File: src/rtl/press_decoder_pkg.sv
// press_decoder_pkg
// Shared definitions for the button press decoder: event type codes,
// FSM state encoding and default timing constants for a 12 MHz hwclk.
package press_decoder_pkg;

    localparam logic [1:0] EVT_DIGIT = 2'b00;
    localparam logic [1:0] EVT_LONG  = 2'b01;
    localparam logic [1:0] EVT_OVF   = 2'b10;

    typedef enum logic [2:0] {
        IDLE     = 3'd0,
        PRESSED  = 3'd1,
        GAP      = 3'd2,
        HOLD     = 3'd3,
        WAIT_REL = 3'd4
    } state_t;

    localparam int unsigned DEF_DEBOUNCE_TICKS = 120000;    // 10 ms
    localparam int unsigned DEF_LONG_TICKS     = 12000000;  // 1 s
    localparam int unsigned DEF_GAP_TICKS      = 9000000;   // 0.75 s
    localparam logic [3:0]  DEF_MAX_PRESSES    = 4'd9;
    localparam int          DEF_CNT_W          = 32;

    // Press count saturates at 15 so a long burst can never wrap back
    // into the legal digit range.
    function automatic logic [3:0] sat_inc4(input logic [3:0] v);
        return (v == 4'hF) ? v : v + 4'd1;
    endfunction

endpackage

File: src/rtl/press_decoder_btn_debounce.sv
// btn_debounce
// Two-flop synchronizer followed by a stability counter.
// Ports:
//   hwclk  in   system clock
//   rst    in   synchronous active-high reset
//   din    in   asynchronous raw input
//   level  out  debounced level
//   rise   out  one-cycle pulse in the cycle before level goes 0->1
//   fall   out  one-cycle pulse in the cycle before level goes 1->0
// rise/fall are combinational look-ahead pulses, so a consumer that
// registers on them lines up with the first cycle of the new level.
module btn_debounce
    import press_decoder_pkg::*;
#(
    parameter int unsigned DEBOUNCE_TICKS = DEF_DEBOUNCE_TICKS
) (
    input  logic hwclk,
    input  logic rst,
    input  logic din,
    output logic level,
    output logic rise,
    output logic fall
);

    localparam int unsigned DB_W = $clog2(DEBOUNCE_TICKS + 1);

    logic            sync_a;
    logic            sync_b;
    logic [DB_W-1:0] db_cnt;
    logic            flip;

    always_ff @(posedge hwclk) begin
        if (rst) begin
            sync_a <= 1'b0;
            sync_b <= 1'b0;
        end else begin
            sync_a <= din;
            sync_b <= sync_a;
        end
    end

    // The DEBOUNCE_TICKS-th consecutive disagreeing cycle flips the level.
    assign flip = (sync_b != level) && (db_cnt == DB_W'(DEBOUNCE_TICKS - 1));

    always_ff @(posedge hwclk) begin
        if (rst) begin
            level  <= 1'b0;
            db_cnt <= '0;
        end else if (sync_b == level) begin
            db_cnt <= '0;
        end else if (flip) begin
            level  <= ~level;
            db_cnt <= '0;
        end else begin
            db_cnt <= db_cnt + 1'b1;
        end
    end

    assign rise = flip & ~level;
    assign fall = flip &  level;

endmodule

File: src/rtl/press_decoder.sv
// press_decoder
// Turns debounced button activity into lock-entry events: a run of short
// presses closed by an idle gap becomes a DIGIT, a long press becomes
// LONG, and too many short presses become OVERFLOW. Events are held on a
// valid/ack handshake.
// Ports:
//   hwclk      in   system clock (12 MHz)
//   rst        in   synchronous active-high reset
//   btn_raw    in   asynchronous button pin, high = pressed
//   evt_valid  out  event available, held until acknowledged
//   evt_type   out  00 DIGIT, 01 LONG, 10 OVERFLOW
//   evt_digit  out  press count for DIGIT, 0 otherwise
//   evt_ack    in   accepts the event when high while evt_valid=1
//   press_led  out  debounced button level
//   busy       out  high whenever the FSM is not IDLE
//
// state    | meaning
// ---------+-----------------------------------------------------------
// IDLE     | waiting for the first press of a sequence
// PRESSED  | button down, measuring press duration
// GAP      | button up after a short press, measuring the idle gap
// HOLD     | event presented, waiting for evt_ack
// WAIT_REL | event accepted while button still down, waiting for release
module press_decoder
    import press_decoder_pkg::*;
#(
    parameter int unsigned DEBOUNCE_TICKS = DEF_DEBOUNCE_TICKS,
    parameter int unsigned LONG_TICKS     = DEF_LONG_TICKS,
    parameter int unsigned GAP_TICKS      = DEF_GAP_TICKS,
    parameter logic [3:0]  MAX_PRESSES    = DEF_MAX_PRESSES,
    parameter int          CNT_W          = DEF_CNT_W
) (
    input  logic       hwclk,
    input  logic       rst,
    input  logic       btn_raw,
    output logic       evt_valid,
    output logic [1:0] evt_type,
    output logic [3:0] evt_digit,
    input  logic       evt_ack,
    output logic       press_led,
    output logic       busy
);

    localparam logic [CNT_W-1:0] LONG_C   = CNT_W'(LONG_TICKS);
    localparam logic [CNT_W-1:0] GAP_LAST = CNT_W'(GAP_TICKS - 1);

    logic             level;
    logic             rise;
    logic             fall;
    state_t           state;
    state_t           state_nx;
    logic             emit;
    logic [1:0]       emit_type;
    logic [CNT_W-1:0] dur;
    logic [CNT_W-1:0] gap;
    logic [3:0]       cnt;
    logic [1:0]       evt_type_r;
    logic [3:0]       evt_digit_r;

    btn_debounce #(
        .DEBOUNCE_TICKS(DEBOUNCE_TICKS)
    ) u_debounce (
        .hwclk (hwclk),
        .rst   (rst),
        .din   (btn_raw),
        .level (level),
        .rise  (rise),
        .fall  (fall)
    );

    always_ff @(posedge hwclk) begin
        if (rst) state <= IDLE;
        else     state <= state_nx;
    end

    always_comb begin
        state_nx  = state;
        emit      = 1'b0;
        emit_type = EVT_DIGIT;
        case (state)
            IDLE: begin
                if (rise) state_nx = PRESSED;
            end
            PRESSED: begin
                if (fall) begin
                    if (dur < LONG_C) begin
                        state_nx = GAP;
                    end else begin
                        emit      = 1'b1;
                        emit_type = EVT_LONG;
                    end
                end
            end
            GAP: begin
                // A new press wins over gap expiry in the same cycle.
                if (rise) begin
                    state_nx = PRESSED;
                end else if (gap == GAP_LAST) begin
                    emit      = 1'b1;
                    emit_type = (cnt > MAX_PRESSES) ? EVT_OVF : EVT_DIGIT;
                end
            end
            HOLD: begin
                if (evt_ack) state_nx = level ? WAIT_REL : IDLE;
            end
            WAIT_REL: begin
                if (fall) state_nx = IDLE;
            end
            default: state_nx = IDLE;
        endcase
        if (emit) state_nx = HOLD;
    end

    always_ff @(posedge hwclk) begin
        if (rst) begin
            dur         <= '0;
            gap         <= '0;
            cnt         <= '0;
            evt_type_r  <= EVT_DIGIT;
            evt_digit_r <= '0;
        end else begin
            case (state)
                IDLE: begin
                    if (rise) dur <= '0;
                end
                PRESSED: begin
                    if (fall && (dur < LONG_C)) begin
                        cnt <= sat_inc4(cnt);
                        gap <= '0;
                    end else if (dur != LONG_C) begin
                        dur <= dur + 1'b1;
                    end
                end
                GAP: begin
                    if (rise) dur <= '0;
                    else      gap <= gap + 1'b1;
                end
                default: ;
            endcase
            // Every emit path clears the count, including LONG.
            if (emit) begin
                evt_type_r  <= emit_type;
                evt_digit_r <= (emit_type == EVT_DIGIT) ? cnt : 4'd0;
                cnt         <= '0;
            end
        end
    end

    always_comb begin
        evt_valid = 1'b0;
        evt_type  = EVT_DIGIT;
        evt_digit = 4'd0;
        busy      = (state != IDLE);
        if (state == HOLD) begin
            evt_valid = 1'b1;
            evt_type  = evt_type_r;
            evt_digit = evt_digit_r;
        end
    end

    assign press_led = level;

endmodule

File: config.mk
export PLATFORM = sky130hd
export DESIGN_NAME = press_decoder
export DESIGN_NICKNAME = d
export VERILOG_FILES = /design/src/rtl/press_decoder_pkg.sv /design/src/rtl/press_decoder_btn_debounce.sv /design/src/rtl/press_decoder.sv
export SDC_FILE = /design/constraint.sdc
export NUM_CORES = 1
export LEC_CHECK = 0
export CAP_MARGIN = 0
export CORE_ASPECT_RATIO = 1.25
export CORE_UTILIZATION = 30
export CTS_BUF_LIST = sky130_fd_sc_hd__clkbuf_2
export CTS_CLUSTER_DIAMETER = 50
export DETAILED_ROUTE_END_ITERATION = 7
export GPL_TIMING_DRIVEN = 0
export PLACE_DENSITY = 0.5
export REMOVE_ABC_BUFFERS = 1
export SLEW_MARGIN = 20
export SYNTH_ARGS = -nofsm -noshare
export SYNTH_HDL_FRONTEND = slang
export SYNTH_SLANG_ARGS = --single-unit
File: constraint.sdc
create_clock -name hwclk -period 5 [get_ports hwclk]
set_clock_uncertainty 0.15 [all_clocks]
set_input_delay 1 -clock hwclk [delete_from_list [all_inputs] [get_ports hwclk]]
set_output_delay 1 -clock hwclk [all_outputs]
set_load 0.01 [all_outputs]
Word-level counts from Yosys, hierarchy flattened
Cells that the tools add are included.

Register bits after elaboration: 97. Latch bits: 0. Memory bits (writable): 0. ROM bits: 0. Input bits: 4. Output and inout port bits: 9. Logic and storage cells: 92. Memories: 0.

Add/sub/neg operators: 4. $mul: 0. Divide/modulo/power cells: 0. $lt $le $gt $ge: 2. Equality and inequality tests: 24. Shift operators: 0. Multiplexer cells: 30. Bitwise operators: 5. Reduce and logical (&&, ||, !) cells: 16.

Operator list (count): 2-to-1 mux 32 bit (5); one-hot mux 32 bit (2 select lines) (2); adder 32 x 1 -> 32 bit (second input constant) (2); == test 32 x 24 -> 1 bit (second input constant) (1); < comparator 32 x 24 -> 1 bit (second input constant) (1); inequality test 32 x 24 -> 1 bit (second input constant) (1); 2-to-1 mux 3 bit (6); adder 17 x 1 -> 17 bit (second input constant) (1); == test 17 bit (second input constant) (1); inequality test 2 bit (second input constant) (8); inequality test 3 bit (second input constant) (4); one-hot mux 3 bit (4 select lines) (1); 2-to-1 mux 2 bit (5); AND reduction 5 bit (2); 2-to-1 mux 4 bit (2); 2-to-1 mux 1 bit (7); == test 3 x 2 -> 1 bit (second input constant) (2); AND reduction 3 bit (2); adder 4 x 1 -> 4 bit (second input constant) (1); == test 4 bit (second input constant) (1); > comparator 4 bit (second input constant) (1); one-hot mux 2 bit (2 select lines) (1); AND reduction 4 bit (1); nonzero test 2 bit (2); other kinds (16) (21).

Logic depth before layout (Yosys ltp)
Gate-level depths: netlist of run 1.

Depth after elaboration: 7. Mapped depth: 9. Depth with buffers taken out: 8.

By module
From an unflattened synthesis of run 1, not the netlist that was laid out.

Cell total of the unflattened synthesis: 600. Area, all modules: 5006.1 µm².

Modules (own cells, without submodules): press_decoder (instances 1, cells an instance 500, area an instance 4103.9 µm², sequential area each 1541.5 µm²); btn_debounce (instances 1, cells an instance 100, area an instance 902.1 µm², sequential area each 400.4 µm²).

Worst setup path after synthesis of run 1
No wires, ideal clock.

Path type: reg-to-reg. Start: reg dur[28]. End: reg dur[21]. Arrival: 2619 ps. Required time: 4780 ps. Path slack: 2161 ps. Cell stages (with the launch flop): 8. Buffers on the path: 1. Clock period less this slack: 2839 ps. Path through: dfxtp_1 > or4_1 > or4_4 > o2111ai_4 > o211ai_1 > buf_2 > or4_1 > a21oi_1.

Longest elaborated chain between the ends: 4. Elaborated cells on any way between the ends: 6. Classes of those cells: order compare: 1; eq/ne: 3; reduce/logical: 2.

RTL lines: start: declaration (RTL line press_decoder.sv:54) `logic [CNT_W-1:0] dur;`; start signal: assignment (RTL line press_decoder.sv:131) `dur <= dur + 1'b1;`; < comparator 32 x 24 -> 1 bit (RTL line press_decoder.sv:127) `if (fall && (dur < LONG_C)) begin`; logical AND 1 bit (RTL line press_decoder.sv:127); inequality test 2 bit (no line); AND reduction 4 bit (no line) *.

Every way passes the cells marked *; elsewhere a longest branch is shown, timed or not. A chain may end at the register's enable or synchronous reset.

Final worst setup path of run 1
Start: reg dur[25]. End: reg dur[21].

Same word-level chain as after synthesis.

==> results by stage, run 1 <==
Logic synthesis:
- After synthesis, the share of flip-flops with an asynchronous set or reset is 0%.
- The top-area cell type share of the netlist area is 39.8%.
- The mapped netlist covers 4880 um2.
- Synthesis instantiated 52 different standard cells from the library.
- The post-synthesis register bit count is 97.
- The most used flip-flop cell after synthesis is dfxtp_1.
- The biggest area consumer among synthesized cells is dfxtp_1.
- Synthesis produced a netlist whose cell count is 600.
- For this run, the register share of the synthesized area comes to 39.8%.
- The count of synthesis-stage warnings from yosys is 0.
- Yosys attributes the largest share of cell area to dfxtp_1 40%, a21oi_1 5.5%, or3_1 4.9%.
- The average cell area after synthesis is 8.13 um2.
- The number of enable flip-flop cells after synthesis is 0.

Setup path:
- Broken down by cell family, the worst path's largest delay share belongs to simple AND/OR/NAND/NOR gates.
- The critical path goes through or4_1 > or4_4 > o2111ai_4 > o211ai_1 > buf_4 > or4_1 > a21oi_1.
- The critical path data arrival time is 4150 ps.
- The worst setup path is launched from a flip-flop.
- The category of the worst setup path capture point is a flip-flop.
- The slack of the worst reg-to-reg path is 1170 ps.
- The largest single stage delay on the critical path is 660 ps.
- On the critical path, the stage with the largest delay is an instance of o2111ai_4.
- Counting stages on the worst path, the most repeated cell is or4_1.
- The critical path is of the reg -> reg type.
- The count of buffer and inverter cells on the critical path is 1.
- The maximum fanout count along the critical path is 27.
- The critical path data required time is 5330 ps.

Detailed routing:
- The number of nets with antenna violations after routing is 0.
- Detailed routing inserted a total of 4294 vias.
- The via density per instance is 5.26.
- The final routed wire length divided by cell count is 13.5 um.
- The detailed router finished its first iteration with 162 violations.
- After detailed routing, the total wire length is 11.0 mm.
- The remaining design rule violation count is 0.
- The detailed-router iteration count before antenna repair is 4.

Timing:
- The total of endpoints with negative setup slack in the final report is 0.
- In this run the tightest slew margin relative to its limit is 41.3%.
- The number of hold violations in the final report is 0.
- At the pin with the least slew margin, the transition time is 877 ps.
- The total negative slack is 0 ps.
- The final critical-path required period is 3830 ps.
- Setup repair after global routing left no endpoint under its margin.
- The fraction of the cycle the final worst path needs is 76.5%.
- Static timing analysis puts the maximum clock frequency at 0.261 GHz.
- The worst hold slack across all endpoints is 316 ps.
- The final max-slew violation count is 0.

Status:
- The flow ran to the end, and the final reports show no timing, DRC or antenna violations.

Global routing:
- The met2 track demand over resource is 24.2%.
- The number of antenna violations at the first check in global routing is 1.
- Entering global routing, the biggest net connects 31 pins.
- The aggregate global-route resource usage is 13.8%.
- The remaining global-route overflow is 0.
- The first-pass GRT wire length is 18.4 mm.
- For met1 alone, demand over resource in global routing was 16.8%.
- The number of global-route vias before repair came to 3937.
- met2 is the most crowded layer.
- Global routing consumed, on the met3 layer, 2.35% of the routing resources.

Finish:
- The post-route cell area is 5260 um2.
- The fraction of final layout cells with drive strength greater than 1 is 4.64%.
- The layout net count is 610.
- Once layout is complete, the cells apart from fillers number 816.
- The layout overhead on the synthesized area is 7.90%.

Pwr:
- The total power consumption of the routed design is 1.12 mW.
- The peak ir drop on the vdd network is 0.000108 V.
- The standby leakage power is 1.52 nW.
- The total power density per cell area is 213 nW/um2.

Floorplanning:
- The die footprint is 16800 um2.
- The core region is 15800 um2.
- The initial cell density of the core is 30.9%.
- The number of placement rows is 51.
- The die is 116 um wide.
- The I/O pin count is 13.
- The die span in y is 145 um.

Clocking:
- Post-CTS repair changed the size of 0 cells.
- TritonCTS built the clock tree.
- The H-tree generated during clock tree synthesis spans 3 levels.
- In this run the deepest clock path goes through 2 buffers.
- The clock insertion delay at the later pin of the skew report is 560 ps.
- The clock net in this run drives a total of 97 sinks.
- For this design, the CTS-stage hold fixing added 0 buffers.
- The setup fix buffers added after clock tree synthesis is 0.
- The tree is rooted in a clkbuf_2.
- Counting the buffers created by CTS gives 9.
- The CTS clock-pin slew for the worst setup and hold paths is 260 ps.

Placement:
- The number of port buffers is 12.
- The routability congestion estimate is 0.754.
- The detailed-placement wirelength estimate is 7.75 mm.
- After detailed placement, the total cell area comes to 5170 um2.
- Counting tap cells, the placed design contains a total of 800 instances.

Hold path:
- The path class of the tightest hold or removal check is reg -> reg.

Job:
- The tool flagged a number of max-cap violations equal to 0.
==> final timing paths <==
| check | cells past startpoint | to | startpoint |
|---|---|---|---|
| worst max-delay path | 7 | dur[21] | dur[25] |
| worst min-delay path | 1 | u_debounce.sync_b | u_debounce.sync_a |
| worst max register to register | 7 | dur[21] | dur[25] |
| worst min register to register | 1 | u_debounce.sync_b | u_debounce.sync_a |
==> layout make-up <==
class | count | area, um2
antenna | 1 | 2.50
multi-input combinational | 457 | 2760
tap | 212 | 265
timing repair buffer | 13 | 128
clock buffer | 10 | 50.0
sequential | 97 | 1940
fill | 1695 | 10500
inverter | 21 | 78.8
clock inverter | 5 | 33.8
==> placed cells by master, fill, tap and decap left out, types with 9 or more instances in the layout <==
master / netlist / final
nand2_1: 56 / 55
o211ai_1: 9 / 9
or3_1: 38 / 38
nor2_1: 45 / 45
and3_1: 16 / 16
inv_1: 21 / 21
a21oi_1: 54 / 54
a211oi_1: 9 / 9
o21ai_0: 38 / 38
xor2_1: 9 / 9
xnor2_1: 22 / 22
clkbuf_2: 0 / 10
nand3_1: 32 / 32
or4_1: 14 / 14
nand4_1: 19 / 19
dfxtp_1: 97 / 97
clkdlybuf4s50_1: 0 / 12
==> Yosys cell counts, drive strengths merged, types with 3 or more instances <==
library cell and number:
o2111ai 3, xnor2 22, nor4 8, o211ai 9
and3 16, and4 7, o21ai 39, a21oi 54
o21a 6, o31ai 5, clkbuf 15, or2 6
nor3 7, a211oi 9, a22o 3, xor2 9
or3 38, ha 7, inv 21, dfxtp 97
nand4 19, nand2 56, nor2 45, and2 6
buf 10, or4 15, nor2b 6, a211o 3
nand3 32, or4bb 3
==> registers in the layout, indices dropped and copies added (netlist names) <==
| register | cells |
|---|---|
| gap | 32 |
| u_debounce.sync_b | 1 |
| dur | 32 |
| cnt | 4 |
| evt_type_r | 2 |
| u_debounce.db_cnt | 17 |
| u_debounce.sync_a | 1 |
| u_debounce.level | 1 |
| state | 3 |
| evt_digit_r | 4 |
==> per-layer routing <==
metal  wire, um  up-vias
li1           -     2196
met1       5180     2042
met2       5430       47
met3        231        9
met4        147        0
met5          0        -
==> kinds of logic after synthesis <==
group,synth area share (%)
flip-flops,39.8
XOR/XNOR,5.57
AND/OR/NAND/NOR,30.9
adder cells (fa/ha/maj),2.00
multiplexers,0.205
buffers and inverters,3.69
AO/OA/AOI/OAI,17.9
==> worst register-to-register path, stage by stage (launching register included) <==
cell and delay (ps):
dfxtp_1 400, or4_1 560, or4_4 590, o2111ai_4 660, o211ai_1 420, buf_4 300
or4_1 510, a21oi_1 170
==> report_power, final <==
group	total, mW	internal [mW]	switching [mW]	leakage, nW
sequential	0.777	0.777	0.000397	0.781
clock	0.324	0.0642	0.260	0.0554
combinational	0.0182	0.00391	0.0143	0.685
total	1.12	0.845	0.274	1.52
==> metrics by stage <==
stage / setup WS (ps) / utilization (%)
5_1_grt: 1010 / 33.4
2_1_floorplan: 1680 / -
3_3_place_gp: 846 / 32.7
3_5_place_dp: 968 / 32.8
6_report: 1170 / 33.4
4_1_cts: 846 / 33.3
Power figures use the tool's default switching activity.
==> run 2: changes to the inputs <==
Clock period 5 ns to 3.6 ns, I/O delays scaled along.
==> run 2 against run 1 <==
Against the previous run: via count increased by 0.79%; final area rose by 1.6%; global-route usage increased by 0.35 points; routed wire length increased by 3.2%; combinational power up 39%; cell count increased by 0.98%; first-iteration DRC count shrank 0.62%; flip-flop and latch count unchanged; non-clock buffer count up 7; hold slack about the same; sequential power grew 39%; largest cell class unchanged; largest power group unchanged.
==> results by stage, run 2 (synthesis gave the netlist of run 1 again) <==
Floorplanning:
- The die outline width is 116 um (unchanged).
- The number of placement rows came to 51 (unchanged).
- The I/O pin count is 13 (unchanged).
- The die span in y is 145 um (unchanged).
- The core region area is 15800 um2 (unchanged).
- The die footprint came to 16800 um2 (unchanged).
- The initial cell density of the core is 30.9% (unchanged).

Clocking:
- The number of H-tree levels is 3 (unchanged).
- The root buffer cell is clkbuf_2.
- The hold buffer count at cts came to 0 (unchanged).
- The CTS buffer count is 9 (unchanged).
- The CTS tree is done.
- The CTS clock-pin slew for the worst setup and hold paths came to 260 ps (about the same).
- The clock insertion delay at the later pin of the skew report is 570 ps (about the same).
- The number of sinks handled by clock tree synthesis is 97 (unchanged).
- The clock tree buffer depth is 2 (unchanged).

Global routing:
- The first-pass GRT wire length was 18.8 mm (+2.3%).
- The number of antenna violations at the first check in global routing is 1 (unchanged).
- The aggregate global-route resource usage is 14.1% (+0.35 points).
- The pin count of the biggest net entering global routing is 31 (unchanged).
- The number of global-route vias before repair came to 3983 (+1.2%).
- The remaining global-route overflow is 0 (unchanged).

Timing:
- The max-slew headroom at the worst pin is 43.8% (+2.5 points).
- The number of hold violations in the final report is 0 (unchanged).
- The worst-margin pin slew was 839 ps (-37.9 ps).
- The final critical-path required period was 3430 ps (-391 ps).
- The total negative slack is 0 ps (unchanged).
- The total of endpoints with negative setup slack in the final report is 0 (unchanged).
- The fraction of the cycle the final worst path needs was 95.4% (+19 points).
- The achievable frequency is 0.291 GHz (+11%).
- The final max-slew violation count was 0 (unchanged).

Finish:
- In the final layout, the registers with the most flip-flops are dur (32), gap (32), u_debounce.db_cnt (17).
- The top cell types in the final layout, fill and taps aside, are 97 x dfxtp_1, 55 x nand2_1, 54 x a21oi_1.
- The most common cell after layout, fill and taps aside is dfxtp_1.
- The final instance count without filler cells came to 824 (+0.98%).
- The number of fill cells is 1695 (unchanged).
- The area of the multi-input gates was 2800 um2 (+1.2%).
- The share of the core filled with cells in the final layout is 33.9% (+0.55 points).
- The fraction of final layout cells with drive strength greater than 1 is 6.38% (+1.7 points).
- The layout net count was 618 (+1.3%).
- The area taken by flip-flops and latches is 1940 um2 (unchanged).
- From synthesis to final layout, the design area changed by 9.67%.

Status:
- The flow ran to the end, and the final reports show no timing, DRC or antenna violations.

Job:
- The total of max-cap violations came to 0 (unchanged).

Setup path:
- The critical path data arrival time is 3780 ps (-370 ps).
- The category of the worst setup path capture point is a flip-flop.
- The signal on the critical path passes through or4bb_1 > nor4_2 > o2111ai_4 > buf_4 > a211o_1 > or4_1 > a21oi_1.
- On the critical path the largest part of the delay comes from simple AND/OR/NAND/NOR gates.
- The startpoint type of the worst setup path is a flip-flop.
- The count of buffer and inverter cells on the critical path is 1 (unchanged).
- The critical path in this run is classified as reg -> reg.
- The slowest stage of the critical path is the nor4_2 cell.
- The critical path data required time came to 3950 ps (-1380 ps).
- The maximum fanout count along the critical path is 17 (-37%).
- The delay contributed by the slowest stage of the critical path was 670 ps (about the same).

Detailed routing:
- The final routed wire length divided by cell count is 13.8 um (+2.2%).
- The via density per instance is 5.25 (-0.19%).
- The remaining design rule violation count is 0 (unchanged).
- The total wire length after detailed routing is 11.3 mm (+3.2%).
- The routed via count is 4328 (+0.79%).
- The detailed-router iteration count before antenna repair came to 4 (unchanged).
- The initial DRC count is 161 (-0.62%).
- The number of nets with antenna violations after routing is 0 (unchanged).

Pwr:
- The peak ir drop on the vdd network is 0.000151 V (+39%).
- The total power density per cell area is 292 nW/um2 (+37%).
- The total power consumption of the routed design is 1.56 mW (+39%).
- The standby leakage power was 1.56 nW (+2.2%).

Placement:
- The number of cells in the design after placement is 800 (unchanged).
- The number of port buffers was 12 (unchanged).
- The routability congestion estimate is 0.754 (unchanged).
- The detailed-placement wirelength estimate is 7.75 mm (unchanged).

Hold path:
- The path type of the worst min-delay path is reg -> reg.
-- run 2: cell count changes in the layout (fill, tap and decap cells not counted), sizes merged --
cell | before | now
o2111ai | 3 | 4
buf | 1 | 8
-- run 2: worst paths after layout --
kind                                       startpoint                 to  slack (ps)  depth (start not counted)
worst max-delay path            u_debounce.db_cnt[14]            gap[29]         170                          7
worst min-delay path                u_debounce.sync_a  u_debounce.sync_b         320                          1
worst max register to register  u_debounce.db_cnt[14]            gap[29]         170                          7
worst min register to register      u_debounce.sync_a  u_debounce.sync_b         320                          1
-- run 2: cell type report --
class / instances / area share, %
multi-input combinational: 458 / 52.3
sequential: 97 / 36.3
tap: 212 / 4.96
timing repair buffer: 20 / 3.37
inverter: 21 / 1.47
clock buffer: 10 / 0.936
clock inverter: 5 / 0.632
antenna: 1 / 0.0468
-- run 2: routing by layer --
layer | routed length [um] | global-route usage, % | vias up
met5 | 0 | 0 | -
met4 | 117 | 5.06 | 0
met3 | 339 | 2.39 | 7
met2 | 5530 | 24.4 | 45
met1 | 5360 | 17.6 | 2054
li1 | - | - | 2222
-- run 2: where the power goes --
part	switching (mW)	internal [mW]	total (mW)
clock network	0.366	0.0892	0.455
registers	0.000550	1.08	1.08
logic	0.0198	0.00542	0.0253
-- run 2: timing repair --
action / in CTS / in global routing
resized for setup: 4 / 1
pin swaps: 1 / 2
endpoints found under the setup margin: 32 / 7
setup buffers: 0 / 7
cloned: 1 / 0
-- run 2: through the flow --
stage / cell area [um2] / worst slack, ps / hold WS (ps)
2_1_floorplan: 4780 / 279 / 264
3_3_place_gp: 5160 / -554 / 274
3_5_place_dp: 5170 / -432 / 284
4_1_cts: 5290 / -12.4 / 322
5_1_grt: 5350 / -8.75 / 334
6_report: 5350 / 166 / 315
==> run 3: changes to the inputs <==
Settings changed: CTS_CLUSTER_DIAMETER 50 to default.
==> results of run 3 <==
Final layout, timing and power as in run 2 (identical DEF).
